<file path="src/rtl/ranger_pkg.sv">
// Shared types and default timing for the ultrasonic ranger front-end.
// Defaults assume a 100 MHz clock.
package ranger_pkg;

    typedef enum logic [2:0] {
        IDLE,
        TRIG,
        WAIT_ECHO,
        MEASURE,
        DONE
    } state_t;

    localparam int DEF_PV_WIDTH            = 9;
    localparam int DEF_TRIG_CYCLES         = 1000;
    localparam int DEF_CYCLES_PER_CM       = 5800;
    localparam int DEF_ECHO_TIMEOUT_CYCLES = 3000000;
    localparam int DEF_MEAS_PERIOD_CYCLES  = 6000000;

    // Bits needed for a counter spanning 0..n-1, never narrower than one bit.
    function automatic int cnt_width(input int n);
        return (n <= 2) ? 1 : $clog2(n);
    endfunction

endpackage

</file>
<file path="src/rtl/ultrasonic_ranger_if.sv">
// Measurement bus between the ranger (master) and the PID loop (slave).
// The ranger produces distance/valid/timeout/busy and consumes en.
interface ranger_if #(
    parameter int PV_WIDTH = ranger_pkg::DEF_PV_WIDTH
);
    logic                en;
    logic [PV_WIDTH-1:0] distance;
    logic                valid;
    logic                timeout;
    logic                busy;

    modport master (input en, output distance, valid, timeout, busy);
    modport slave  (output en, input distance, valid, timeout, busy);
endinterface

</file>
<file path="src/rtl/sync_2ff.sv">
// Two-flop synchronizer for a single asynchronous input bit.
// Resets to 0 so a floating sensor pin looks idle after reset.
module sync_2ff (
    input  logic clk,
    input  logic reset_n,
    input  logic d,
    output logic q
);
    logic meta;

    // NOTE: sequential state uses non-blocking (<=) so both flops sample the pre-edge values.
    always_ff @(posedge clk or negedge reset_n) begin
        if (!reset_n) begin
            meta <= 1'b0;
            q    <= 1'b0;
        end else begin
            meta <= d;
            q    <= meta;
        end
    end
endmodule

</file>
<file path="src/rtl/ultrasonic_ranger.sv">
// HC-SR04 style ranger: periodic trigger, echo pulse timing, cm conversion.
// valid strobes once per finished measurement and drives the PID clk_en.
module ultrasonic_ranger
    import ranger_pkg::*;
#(
    parameter int PV_WIDTH            = DEF_PV_WIDTH,
    parameter int TRIG_CYCLES         = DEF_TRIG_CYCLES,
    parameter int CYCLES_PER_CM       = DEF_CYCLES_PER_CM,
    parameter int ECHO_TIMEOUT_CYCLES = DEF_ECHO_TIMEOUT_CYCLES,
    parameter int MEAS_PERIOD_CYCLES  = DEF_MEAS_PERIOD_CYCLES
) (
    input  logic     clk,
    input  logic     reset_n,
    input  logic     echo,
    output logic     trig,
    ranger_if.master bus
);
    localparam int TRIG_W = cnt_width(TRIG_CYCLES);
    localparam int CYC_W  = cnt_width(CYCLES_PER_CM);
    localparam int TO_W   = cnt_width(ECHO_TIMEOUT_CYCLES);
    localparam int PER_W  = cnt_width(MEAS_PERIOD_CYCLES);

    localparam logic [PV_WIDTH-1:0] DIST_MAX  = '1;
    localparam logic [TRIG_W-1:0]   TRIG_LAST = TRIG_W'(TRIG_CYCLES - 1);
    localparam logic [CYC_W-1:0]    CYC_LAST  = CYC_W'(CYCLES_PER_CM - 1);
    localparam logic [TO_W-1:0]     TO_LAST   = TO_W'(ECHO_TIMEOUT_CYCLES - 1);
    localparam logic [PER_W-1:0]    PER_LAST  = PER_W'(MEAS_PERIOD_CYCLES - 1);

    logic                echo_s;
    logic [PER_W-1:0]    period_cnt;
    logic                start_tick;

    state_t              state_q, state_d;
    logic [TRIG_W-1:0]   trig_cnt_q, trig_cnt_d;
    logic [TO_W-1:0]     to_cnt_q, to_cnt_d;
    logic [CYC_W-1:0]    cyc_cnt_q, cyc_cnt_d;
    logic [PV_WIDTH-1:0] dist_cnt_q, dist_cnt_d;

    logic [CYC_W-1:0]    cyc_base, cyc_inc;
    logic [PV_WIDTH-1:0] dist_base, dist_inc;
    logic                to_last;
    logic                result_load, result_tmo;

    logic                trig_q, valid_q, timeout_q, busy_q;
    logic [PV_WIDTH-1:0] distance_q;

    sync_2ff u_echo_sync (
        .clk     (clk),
        .reset_n (reset_n),
        .d       (echo),
        .q       (echo_s)
    );

    always_ff @(posedge clk or negedge reset_n) begin
        if (!reset_n)                 period_cnt <= '0;
        else if (!bus.en)             period_cnt <= '0;
        else if (period_cnt == PER_LAST) period_cnt <= '0;
        else                          period_cnt <= period_cnt + 1'b1;
    end

    assign start_tick = bus.en && (period_cnt == '0);
    assign to_last    = (to_cnt_q == TO_LAST);

    // One echo-high clock: the first counted cycle starts from a clean (0,0) pair.
    always_comb begin
        cyc_base  = (state_q == WAIT_ECHO) ? '0 : cyc_cnt_q;
        dist_base = (state_q == WAIT_ECHO) ? '0 : dist_cnt_q;
        if (cyc_base == CYC_LAST) begin
            cyc_inc  = '0;
            dist_inc = (dist_base == DIST_MAX) ? DIST_MAX : dist_base + 1'b1;
        end else begin
            cyc_inc  = cyc_base + 1'b1;
            dist_inc = dist_base;
        end
    end

    // NOTE: every output of this block gets a default first, so no path can infer a latch.
    always_comb begin
        state_d     = state_q;
        trig_cnt_d  = trig_cnt_q;
        to_cnt_d    = to_cnt_q;
        cyc_cnt_d   = cyc_cnt_q;
        dist_cnt_d  = dist_cnt_q;
        result_load = 1'b0;
        result_tmo  = 1'b0;

        if (!bus.en) begin
            state_d    = IDLE;
            trig_cnt_d = '0;
            to_cnt_d   = '0;
            cyc_cnt_d  = '0;
            dist_cnt_d = '0;
        end else begin
            case (state_q)
                IDLE: begin
                    // A tick seen while echo is still high means the sensor is busy: skip it.
                    if (start_tick && !echo_s) begin
                        state_d    = TRIG;
                        trig_cnt_d = '0;
                    end
                end
                TRIG: begin
                    if (trig_cnt_q == TRIG_LAST) begin
                        state_d    = WAIT_ECHO;
                        trig_cnt_d = '0;
                        to_cnt_d   = '0;
                    end else begin
                        trig_cnt_d = trig_cnt_q + 1'b1;
                    end
                end
                WAIT_ECHO: begin
                    to_cnt_d = to_cnt_q + 1'b1;
                    if (echo_s) begin
                        state_d    = MEASURE;
                        cyc_cnt_d  = cyc_inc;
                        dist_cnt_d = dist_inc;
                    end else if (to_last) begin
                        state_d     = DONE;
                        result_load = 1'b1;
                        result_tmo  = 1'b1;
                    end
                end
                MEASURE: begin
                    to_cnt_d = to_cnt_q + 1'b1;
                    if (!echo_s) begin
                        state_d     = DONE;
                        result_load = 1'b1;
                    end else if (to_last) begin
                        state_d     = DONE;
                        result_load = 1'b1;
                        result_tmo  = 1'b1;
                    end else begin
                        cyc_cnt_d  = cyc_inc;
                        dist_cnt_d = dist_inc;
                    end
                end
                DONE: begin
                    state_d    = IDLE;
                    to_cnt_d   = '0;
                    cyc_cnt_d  = '0;
                    dist_cnt_d = '0;
                end
                default: state_d = IDLE;
            endcase
        end
    end

    always_ff @(posedge clk or negedge reset_n) begin
        if (!reset_n) begin
            state_q    <= IDLE;
            trig_cnt_q <= '0;
            to_cnt_q   <= '0;
            cyc_cnt_q  <= '0;
            dist_cnt_q <= '0;
        end else begin
            state_q    <= state_d;
            trig_cnt_q <= trig_cnt_d;
            to_cnt_q   <= to_cnt_d;
            cyc_cnt_q  <= cyc_cnt_d;
            dist_cnt_q <= dist_cnt_d;
        end
    end

    // Outputs are registered from the next state so they line up with the state they describe.
    always_ff @(posedge clk or negedge reset_n) begin
        if (!reset_n) begin
            trig_q     <= 1'b0;
            busy_q     <= 1'b0;
            valid_q    <= 1'b0;
            timeout_q  <= 1'b0;
            distance_q <= '0;
        end else begin
            trig_q  <= (state_d == TRIG);
            busy_q  <= (state_d != IDLE);
            valid_q <= result_load;
            if (result_load) begin
                distance_q <= result_tmo ? DIST_MAX : dist_cnt_q;
                timeout_q  <= result_tmo;
            end
        end
    end

    assign trig         = trig_q;
    assign bus.busy     = busy_q;
    assign bus.valid    = valid_q;
    assign bus.timeout  = timeout_q;
    assign bus.distance = distance_q;

endmodule

</file>
<file path="src/flat_wrapper.sv">
// flat-port wrapper written by rule: the top's interface ports become plain ports
module ultrasonic_ranger_flat import ranger_pkg::*;
#(
    parameter int PV_WIDTH            = DEF_PV_WIDTH,
    parameter int TRIG_CYCLES         = DEF_TRIG_CYCLES,
    parameter int CYCLES_PER_CM       = DEF_CYCLES_PER_CM,
    parameter int ECHO_TIMEOUT_CYCLES = DEF_ECHO_TIMEOUT_CYCLES,
    parameter int MEAS_PERIOD_CYCLES  = DEF_MEAS_PERIOD_CYCLES
)
  (clk, reset_n, echo, trig, bus_en, bus_distance, bus_valid, bus_timeout, bus_busy);
  ranger_if #(.PV_WIDTH(PV_WIDTH)) bus_i ();
  input  logic clk;
  input  logic reset_n;
  input  logic echo;
  output logic trig;
  input wire logic [$bits(bus_i.en)-1:0] bus_en;
  output wire logic [$bits(bus_i.distance)-1:0] bus_distance;
  output wire logic [$bits(bus_i.valid)-1:0] bus_valid;
  output wire logic [$bits(bus_i.timeout)-1:0] bus_timeout;
  output wire logic [$bits(bus_i.busy)-1:0] bus_busy;
  assign bus_i.en = bus_en;
  assign bus_distance = bus_i.distance;
  assign bus_valid = bus_i.valid;
  assign bus_timeout = bus_i.timeout;
  assign bus_busy = bus_i.busy;
  ultrasonic_ranger #(.PV_WIDTH(PV_WIDTH), .TRIG_CYCLES(TRIG_CYCLES), .CYCLES_PER_CM(CYCLES_PER_CM), .ECHO_TIMEOUT_CYCLES(ECHO_TIMEOUT_CYCLES), .MEAS_PERIOD_CYCLES(MEAS_PERIOD_CYCLES)) u_core (.clk(clk), .reset_n(reset_n), .echo(echo), .trig(trig), .bus(bus_i));
endmodule
</file>
<file path="config.mk">
export PLATFORM = sky130hd
export DESIGN_NAME = ultrasonic_ranger_flat
export DESIGN_NICKNAME = d
export VERILOG_FILES = /design/src/rtl/ranger_pkg.sv /design/src/rtl/ultrasonic_ranger_if.sv /design/src/rtl/sync_2ff.sv /design/src/rtl/ultrasonic_ranger.sv /design/src/flat_wrapper.sv
export SDC_FILE = /design/constraint.sdc
export NUM_CORES = 1
export LEC_CHECK = 0
export ABC_AREA = 1
export CAP_MARGIN = 10
export CORE_UTILIZATION = 55
export CTS_BUF_LIST = sky130_fd_sc_hd__clkbuf_8
export CTS_CLUSTER_DIAMETER = 80
export DETAILED_ROUTE_END_ITERATION = 16
export HOLD_SLACK_MARGIN = 0.08
export PLACE_DENSITY = 0.72
export SLEW_MARGIN = 20
export SYNTH_ARGS = -nofsm -noshare
export SYNTH_HDL_FRONTEND = slang
export SYNTH_SLANG_ARGS = --single-unit
</file>
<file path="constraint.sdc">
create_clock -name clk -period 2.84 [get_ports clk]
set_clock_uncertainty 0.2 [all_clocks]
set_input_delay 0.568 -clock clk [delete_from_list [all_inputs] [get_ports clk]]
set_output_delay 0.568 -clock clk [all_outputs]
set_load 0.005 [all_outputs]
</file>
==> metrics.txt, run 1 <==
result of the run completed; Post-Synthesis Mean Instance Area about 7 sq um; WP data required between 2 and 3 ns; endpoint of the worst hold-timing path u_core.u_echo_sync.q; vias in the first global route 5160; leakage a little over 3 nW; die outline height 105 microns; Final nets about 870; launching element type of the critical path flip-flop; TritonCTS sink count 95; DIE AREA about 11000 sq um; pin count of the biggest net entering global routing between 40 and 50; PnR Total Power 2.45 mW; FFs w/ async S/R, synth 1.00; antenna violations before repair 0; crit path max-delay cell type sky130_fd_sc_hd__dfrtp_1; Reg-to-Reg End u_core.dist_cnt_q[5]; Die Width 105 microns; power density normalized to cell area just under 400 nW/um^2; number of instances in the synthesized netlist approximately 840; Buffers on Ports 16; CTS tree built; post-synthesis to final-layout area growth 9.02%; wire length of the first global-routing pass ~24000 microns; Root Buffer Master sky130_fd_sc_hd__clkbuf_8; Antenna Violating Nets Remaining 0; crit-path max cell delay approximately 0.45 ns; Layout Cell Area excl Fill around 6400 sq um; HP Class flip-flop to flip-flop; worst-case reg-to-reg path depth 14; peak ir drop on the vdd network between 200 and 300 uV; number of design-rule violations left by the first detailed-router iteration 371; register area share after synthesis 0.408; count of unresolved DRC violations after routing 0; CP Capture Type flip-flop; DPL Wire Length approximately 10000 microns; Rel. slew slack 0.620; routed length per placed instance roughly 14 microns; cell-by-cell listing of the critical path inv_2 -> nand3_2 -> buf_4 -> nand2_1 -> inv_1 -> ha_1 -> nand2_1 -> nor2_2 -> nand3_2 -> nand3_1 -> nand2_1 -> nand2_1 -> nand2_1 -> nand2_1; global-route total usage across every layer 0.276; CTS clock-pin slew for the worst setup and hold paths 0.09 ns; number of failing setup endpoints in the final timing report 0; slew at the pin closest to its max-slew limit 0.569 ns; count of endpoints failing hold in the final timing report 0; most common cell in the netlist sky130_fd_sc_hd__nand2_1; reg2reg start u_core.state_q[2]; crit path kind flip-flop to flip-flop; Post-Route Hold Slack about 0.17 ns; number of buffers created by CTS 9; routability-driven placement congestion ratio between 0.9 and 1; max-capacitance violation count 0; Antenna Cells 0; TritonRoute pass-1 iters 5; Reg area 2380 sq um; Hold Crit Depth 0; start point of the worst hold path u_core.u_echo_sync.meta; reg-to-reg slack, setup approximately 0.28 ns; initial standard-cell utilization of the core 0.567; number of synthesized flops with an enable pin 0; Floorplan Core Area slightly above 10000 sq um; dominant delay contributor by cell family on the critical path simple AND/OR/NAND/NOR gates; final total negative setup slack 0 ns; Synthesized Nets between 800 and 900; cell type with the largest total area after synthesis sky130_fd_sc_hd__dfrtp_1; row count 37; unique cell type count in the Yosys netlist 37; CP dominant cell by count sky130_fd_sc_hd__nand2_1; synth warn 0; post-synth top area share 0.408; overall routed net length around 14000 microns; post-layout minimum cycle time 2.56 ns; Multi-input gate area about 2900 sq um; layout cell share with drive strength beyond 1 0.0565; IO Count 17; worst path bufs/invs 3; main area contributors after synthesis sky130_fd_sc_hd__dfrtp_1, sky130_fd_sc_hd__nand2_1, sky130_fd_sc_hd__inv_1; placed standard-cell area a little over 6000 sq um; filler instances a little under 1000; prevailing post-synth register cell sky130_fd_sc_hd__dfrtp_1; unrepaired setup endpoints after global routing false; number of H-tree branching levels 3; Worst EP arrival between 2 and 3 ns; cell area after synthesis 5830 sq um; number of max-slew violations in the final report 0; maximum achievable frequency just under 400 MHz; overflow left after global routing 0; ranking of synthesized cells by instance count sky130_fd_sc_hd__nand2_1, sky130_fd_sc_hd__inv_1, sky130_fd_sc_hd__nor2_1; detail-routed via count per cell between 5 and 6; post-route clock period utilization 0.902; critical path fanouts, max 27; clock latency at the later pin of the worst-skew pair ~0.37 ns; via total after detailed routing between 5000 and 6000; register bit count reported by yosys 95; fraction of the core area covered by cells at the end of the flow 0.618; maximum root-to-sink buffer count 2
-- routing by layer --
metal,part of all wire,up-vias,track usage,wire length [microns]
met4,0.019,0,0.108,271
met3,0.051,25,0.0337,722
met2,0.46,183,0.441,6520
met1,0.47,2550,0.383,6620
li1,-,2737,-,-
met5,0,-,0,0
-- where the power goes --
part	switching (mW)	internal, mW
Sequential	0.0205	1.38
Combinational	0.125	0.0629
Clock	0.484	0.383
Total	0.630	1.82
-- registers in the layout, indices dropped and copies added (netlist names), 3 cells and up --
signal and count:
u_core.cyc_cnt_q 13, u_core.trig_cnt_q 10, u_core.dist_cnt_q 9, u_core.state_q 3, u_core.to_cnt_q 22, u_core.bus.distance 9, u_core.period_cnt 23
-- timing repair --
| item | in CTS | in global routing |
|---|---|---|
| endpoints found under the hold margin | 36 | 0 |
| gates resized for setup | 0 | 1 |
| hold buffers | 1 | 0 |
| setup endpoints to repair | 0 | 6 |
| buffers inserted | 0 | 0 |
-- layout make-up --
cell class / count / share of cell area
Multi-Input combinational cell: 618 / 0.464
Sequential cell: 95 / 0.374
Inverter: 112 / 0.0662
Timing Repair Buffer: 27 / 0.0402
Tap cell: 136 / 0.0268
Clock buffer: 12 / 0.0260
Clock inverter: 3 / 0.00295
-- cell usage in the layout, fill, tap and decap left out, types with 6 or more instances in the layout --
cell / Yosys / layout
sky130_fd_sc_hd__a21oi_1: 21 / 21
sky130_fd_sc_hd__buf_4: 1 / 10
sky130_fd_sc_hd__clkbuf_8: 0 / 12
sky130_fd_sc_hd__clkdlybuf4s50_1: 0 / 15
sky130_fd_sc_hd__dfrtp_1: 95 / 95
sky130_fd_sc_hd__ha_1: 6 / 6
sky130_fd_sc_hd__inv_1: 109 / 110
sky130_fd_sc_hd__nand2_1: 250 / 250
sky130_fd_sc_hd__nand3_1: 79 / 79
sky130_fd_sc_hd__nand4_1: 33 / 33
sky130_fd_sc_hd__nor2_1: 104 / 103
sky130_fd_sc_hd__nor3_1: 29 / 29
sky130_fd_sc_hd__o21ai_0: 28 / 28
sky130_fd_sc_hd__xor2_1: 21 / 21
-- stage by stage --
stage                     setup WS, ns  cells
after floorplan                  0.535    841
after global placement           0.405    987
after detailed placement         0.277    987
after CTS                        0.228   1003
after global routing            0.0625   1003
final                            0.277   1003
-- how the worst max path moves through the flow --
stage,cells past startpoint,start,end
final,14,u_core.state_q[2],u_core.dist_cnt_q[5]
after global routing,14,u_core.state_q[2],u_core.dist_cnt_q[5]
after CTS,12,u_core.state_q[2],u_core.dist_cnt_q[6]
after detailed placement,12,u_core.state_q[2],u_core.dist_cnt_q[6]
after global placement,9,bus_en,u_core.trig_cnt_q[9]
after floorplan,17,u_core.state_q[2],u_core.cyc_cnt_q[5]
-- cells by family (layout without fill, tap and decap cells) --
| family | count (synthesis) | in the layout | share of synthesized area |
|---|---|---|---|
| xor+xnor | 26 | 26 | 0.0391 |
| fa+ha+maj | 6 | 6 | 0.0129 |
| simple gates | 526 | 526 | 0.398 |
| flops | 95 | 95 | 0.408 |
| compound gates | 60 | 60 | 0.0552 |
| buf+inv | 128 | 154 | 0.0869 |
Power figures use the tool's default switching activity.
==> run 2: changes to the inputs <==
RECOVER_POWER = 50   (was unset)
==> metrics.txt, run 2 (synthesis gave the netlist of run 1 again) <==
DIE AREA 11000 sq um (unchanged); PnR Total Power 2.45 mW (-0.29%); commonest non-fill, non-tap cells in the layout sky130_fd_sc_hd__nand2_1, sky130_fd_sc_hd__inv_1, sky130_fd_sc_hd__nor2_1, sky130_fd_sc_hd__dfrtp_1, sky130_fd_sc_hd__nand3_1; number of design-rule violations left by the first detailed-router iteration 385 (+3.8%); final total negative setup slack 0 ns (unchanged); post-route clock period utilization 0.906 (+0.00355); reg2reg start u_core.state_q[2]; Root Buffer Master sky130_fd_sc_hd__clkbuf_8; via total after detailed routing 5462 (-0.60%); end of the critical path u_core.dist_cnt_q[6]; CTS tree built; Reg-to-Reg End u_core.dist_cnt_q[6]; TritonRoute pass-1 iters 5 (unchanged); detail-routed via count per cell 5.45 (-0.60%); Buffers on Ports 16 (unchanged); DPL Wire Length 10300 microns (unchanged); number of max-slew violations in the final report 0 (unchanged); die outline height 105 microns (unchanged); number of failing setup endpoints in the final timing report 0 (unchanged); worst-case reg-to-reg path depth 12 (-2); count of unresolved DRC violations after routing 0 (unchanged); post-layout instance count excluding filler cells 1003 (unchanged); layout cell share with drive strength beyond 1 0.0565 (unchanged); post-synthesis to final-layout area growth 8.67%; maximum achievable frequency 389 MHz (-0.39%); unrepaired setup endpoints after global routing false; placed standard-cell area 6160 sq um (unchanged); launching element type of the critical path flip-flop; max-capacitance violation count 0 (unchanged); antenna violations before repair 0 (unchanged); global-route total usage across every layer 0.276 (unchanged); vias in the first global route 5160 (unchanged); count of endpoints failing hold in the final timing report 0 (unchanged); initial standard-cell utilization of the core 0.567 (unchanged); Die Width 105 microns (unchanged); overflow left after global routing 0 (unchanged); power density normalized to cell area 386 nW/um^2 (about the same); reg-to-reg slack, setup 0.27 ns (about the same); most common library cell in the layout ignoring fill and taps sky130_fd_sc_hd__nand2_1; detailed-routed wire length on met2 6510 microns (-0.15%); Rel. slew slack 0.370 (-0.250); routability-driven placement congestion ratio 0.939 (unchanged); number of H-tree branching levels 3 (unchanged); post-layout minimum cycle time 2.57 ns (+0.0101 ns); WP data required 2.95 ns (about the same); CTS clock-pin slew for the worst setup and hold paths 0.09 ns (about the same); routed length per placed instance 14.0 microns (-0.41%); Met1 Routed Length 6760 microns (+2.0%); register with the most flip-flops u_core.period_cnt; Setup Buffers After CTS 0 (unchanged); flip-flop count of the largest register after layout 23 (unchanged); wire length of the first global-routing pass 24300 microns (unchanged); IO Count 17 (unchanged); crit path kind flip-flop to flip-flop; clock latency at the later pin of the worst-skew pair 0.37 ns (about the same); Final nets 873 (unchanged); total placed cells including tap cells 987 (unchanged); length of routed met3 wiring 554 microns (-23%); Worst Setup SP u_core.state_q[2]; Floorplan Core Area 10300 sq um (unchanged); number of buffers created by CTS 9 (unchanged); Worst EP arrival 2.68 ns (about the same); slew at the pin closest to its max-slew limit 0.945 ns (+0.375 ns); Antenna Cells 0 (unchanged); critical path fanouts, max 27 (unchanged); TritonCTS sink count 95 (unchanged); result of the run completed; overall routed net length 14100 microns (-0.41%); CP Capture Type flip-flop; uppermost signal routing layer after detailed routing met4; registers with the most flip-flops u_core.period_cnt x23, u_core.to_cnt_q x22, u_core.cyc_cnt_q x13; HP Class flip-flop to flip-flop; pin count of the biggest net entering global routing 42 (unchanged); leakage 3.10 nW (-0.20%); maximum root-to-sink buffer count 2 (unchanged); peak ir drop on the vdd network 264 uV (-0.16%); Antenna Violating Nets Remaining 0 (unchanged); row count 37 (unchanged); Layout Cell Area excl Fill 6330 sq um (-0.32%)
-- run 2: final cells by class --
type	instances	area, sq um
Clock buffer	12	165
Clock inverter	3	18.8
Inverter	112	420
Fill cell	974	3940
Multi-Input combinational cell	618	2950
Sequential cell	95	2380
Timing Repair Buffer	27	235
Tap cell	136	170
-- run 2: layer usage --
| layer | vias to the layer above | GRT usage |
|---|---|---|
| met5 | - | 0 |
| met4 | 0 | 0.108 |
| met3 | 23 | 0.0337 |
| met2 | 159 | 0.441 |
| met1 | 2543 | 0.383 |
| li1 | 2737 | - |
-- run 2: worst min path at each step --
stage	slack (ns)	startpoint	endpoint	cells after the start
after detailed placement	0.15	u_core.u_echo_sync.meta	u_core.u_echo_sync.q	0
final	0.16	u_core.u_echo_sync.meta	u_core.u_echo_sync.q	0
after CTS	0.17	u_core.u_echo_sync.meta	u_core.u_echo_sync.q	0
after global routing	0.18	u_core.u_echo_sync.meta	u_core.u_echo_sync.q	0
after global placement	0.14	u_core.u_echo_sync.meta	u_core.u_echo_sync.q	0
after floorplan	0.07	reset_n	u_core.bus.busy	0
-- run 2: what timing repair did --
| action | 4_1_cts | 5_1_grt |
|---|---|---|
| hold buffers | 1 | 0 |
| resized for setup | 0 | 1 |
| hold endpoints to repair | 36 | 0 |
| setup endpoints to repair | 0 | 6 |
-- run 2: stage by stage --
stage | setup slack [ns] | utilization | hold WS [ns]
CTS | 0.228 | 0.618 | 0.169
finish | 0.267 | 0.616 | 0.163
global placement | 0.405 | 0.599 | 0.138
global route | 0.0625 | 0.616 | 0.182
detailed placement | 0.277 | 0.599 | 0.148
floorplan | 0.535 | - | 0.0724
-- run 2: worst max-delay path: stages, from the launching register on --
cell	delay [ns]
sky130_fd_sc_hd__dfrtp_1	0.46
sky130_fd_sc_hd__inv_2	0.07
sky130_fd_sc_hd__nand3_2	0.10
sky130_fd_sc_hd__buf_4	0.29
sky130_fd_sc_hd__nand2_1	0.15
sky130_fd_sc_hd__inv_1	0.14
sky130_fd_sc_hd__ha_1	0.20
sky130_fd_sc_hd__nand2_1	0.09
sky130_fd_sc_hd__nor2_2	0.23
sky130_fd_sc_hd__nand3_2	0.21
sky130_fd_sc_hd__nand4_1	0.16
sky130_fd_sc_hd__nand3_1	0.10
sky130_fd_sc_hd__nand2_1	0.10
-- run 2: power by group --
part / switching, mW / internal (mW)
Combinational: 0.124 / 0.0589
Clock: 0.482 / 0.383
Sequential: 0.0205 / 1.38
Total: 0.627 / 1.82
==> run 3: changes to the inputs <==
CAP_MARGIN = unset   (was 10)
GPL_ROUTABILITY_DRIVEN = 0   (was unset)
clock period = 2.4 ns   (was 2.84 ns; I/O delays follow)
==> metrics.txt, run 3 (synthesis gave the netlist of run 1 again) <==
post-synthesis to final-layout area growth 11.4%; HP Class flip-flop to flip-flop; IO Count 17 (unchanged); overall routed net length 13600 microns (-3.4%); Root Buffer Master sky130_fd_sc_hd__clkbuf_8; most common library cell in the layout ignoring fill and taps sky130_fd_sc_hd__nand2_1; number of failing setup endpoints in the final timing report 0 (unchanged); crit-path max cell delay 0.41 ns (-0.05 ns); global-route total usage across every layer 0.266 (-0.00942); Antenna Cells 0 (unchanged); Die Width 105 microns (unchanged); DPL Wire Length 9800 microns (-4.8%); final total negative setup slack 0 ns (unchanged); pin count of the biggest net entering global routing 96 (+130%); register with the most flip-flops u_core.period_cnt; row count 37 (unchanged); cell-by-cell listing of the critical path ha_1 -> nand2_1 -> nor2_4 -> inv_1 -> nor2_4 -> nand3_1 -> nand2_1 -> nand3_1 -> buf_4 -> a21boi_0; placed standard-cell area 6260 sq um (+1.6%); number of max-slew violations in the final report 0 (unchanged); TritonCTS sink count 95 (unchanged); Worst EP arrival 2.28 ns (-0.40 ns); power density normalized to cell area 451 nW/um^2 (+17%); vias in the first global route 5306 (+2.8%); layout cell share with drive strength beyond 1 0.0715 (+0.0150); overflow left after global routing 0 (unchanged); critical path fanouts, max 13 (-52%); Post-Route Hold Slack 0.154 ns (-0.00885 ns); TritonRoute pass-1 iters 6 (+1); worst-case reg-to-reg path depth 10 (-2); Reg-to-Reg End u_core.bus.timeout; Final nets 886 (+1.5%); reg-to-reg slack, setup 0.21 ns (-0.06 ns); DIE AREA 11000 sq um (unchanged); commonest non-fill, non-tap cells in the layout sky130_fd_sc_hd__nand2_1, sky130_fd_sc_hd__inv_1, sky130_fd_sc_hd__nor2_1, sky130_fd_sc_hd__dfrtp_1, sky130_fd_sc_hd__nand3_1; number of design-rule violations left by the first detailed-router iteration 345 (-10%); detail-routed via count per cell 5.55 (+1.9%); maximum root-to-sink buffer count 2 (unchanged); result of the run completed; registers with the most flip-flops u_core.period_cnt x23, u_core.to_cnt_q x22, u_core.cyc_cnt_q x13; WP data required 2.49 ns (-0.46 ns); maximum achievable frequency 456 MHz (+17%); routed length per placed instance 13.4 microns (-4.8%); number of H-tree branching levels 3 (unchanged); post-layout minimum cycle time 2.19 ns (-0.379 ns); max-capacitance violation count 0 (unchanged); CTS tree built; CP Capture Type flip-flop; clock latency at the later pin of the worst-skew pair 0.37 ns (about the same); via total after detailed routing 5641 (+3.3%); slew at the pin closest to its max-slew limit 0.681 ns (-0.264 ns); PnR Total Power 2.93 mW (+20%); count of endpoints failing hold in the final timing report 0 (unchanged); crit path kind flip-flop to flip-flop; initial standard-cell utilization of the core 0.567 (unchanged); CTS clock-pin slew for the worst setup and hold paths 0.09 ns (about the same); launching element type of the critical path flip-flop; Hold Crit Depth 0 (unchanged); Antenna Violating Nets Remaining 0 (unchanged); Layout Cell Area excl Fill 6490 sq um (+2.5%); leakage 3.18 nW (+2.7%); number of buffers created by CTS 9 (unchanged); Reg area 2380 sq um (about the same); reg2reg start u_core.to_cnt_q[1]; Buffers on Ports 16 (unchanged); Rel. slew slack 0.546 (+0.176); Multi-input gate area 2960 sq um (+0.42%); antenna violations before repair 0 (unchanged); filler instances 976 (+0.21%); Floorplan Core Area 10300 sq um (unchanged); endpoint of the worst hold-timing path u_core.u_echo_sync.q; crit path max-delay cell type sky130_fd_sc_hd__dfrtp_1; post-route clock period utilization 0.914 (+0.00815); peak ir drop on the vdd network 358 uV (+36%); start point of the worst hold path u_core.u_echo_sync.meta; wire length of the first global-routing pass 23800 microns (-1.9%); die outline height 105 microns (unchanged); flip-flop count of the largest register after layout 23 (unchanged); count of unresolved DRC violations after routing 0 (unchanged)
run 3: routing by layer:
metal,track usage,vias up,routed length [microns]
li1,-,2775,-
met1,0.354,2622,6090
met2,0.432,216,6330
met3,0.0424,28,910
met4,0.114,0,268
met5,0,-,0
run 3: critical path, delay by kind of cell (launching register included):
kind,cells,cell delay (ns)
simple gates,6,0.81
fa+ha+maj,1,0.25
flops,1,0.41
compound gates,1,0.15
buf+inv,2,0.29
run 3: layout make-up:
cell class	instances	share of cell area
Sequential cell	95	0.366
Clock inverter	7	0.0102
Tap cell	136	0.0262
Clock buffer	9	0.0191
Multi-Input combinational cell	618	0.456
Timing Repair Buffer	40	0.0578
Inverter	112	0.0647
run 3: worst max-delay path by stage:
| stage | from | end | depth (start not counted) |
|---|---|---|---|
| 2_1_floorplan | u_core.state_q[2] | u_core.cyc_cnt_q[5] | 17 |
| 3_3_place_gp | bus_en | u_core.dist_cnt_q[3] | 8 |
| 3_5_place_dp | u_core.state_q[1] | u_core.dist_cnt_q[5] | 12 |
| 4_1_cts | u_core.state_q[1] | u_core.dist_cnt_q[1] | 12 |
| 5_1_grt | u_core.state_q[1] | u_core.cyc_cnt_q[11] | 14 |
| 6_report | u_core.to_cnt_q[1] | u_core.bus.timeout | 10 |
run 3: timing repair:
| item | 4_1_cts | 5_1_grt |
|---|---|---|
| buffers inserted | 0 | 3 |
| hold buffers | 1 | 0 |
| hold endpoints to repair | 95 | 0 |
| resized for setup | 0 | 6 |
| endpoints found under the setup margin | 0 | 34 |
run 3: where the power goes:
| part | leakage [nW] | internal [mW] | total, mW | switching (mW) |
|---|---|---|---|---|
| registers | 1.27 | 1.63 | 1.66 | 0.0250 |
| clock network | 0.0978 | 0.474 | 1.04 | 0.565 |
| logic | 1.81 | 0.0852 | 0.234 | 0.149 |
run 3: stage by stage:
stage	instances	util	setup slack [ns]
finish	1017	0.632	0.206
global route	1017	0.632	-0.00935
CTS	1014	0.628	0.0752
detailed placement	997	0.609	0.0887
global placement	997	0.609	0.136
floorplan	841	-	0.0954
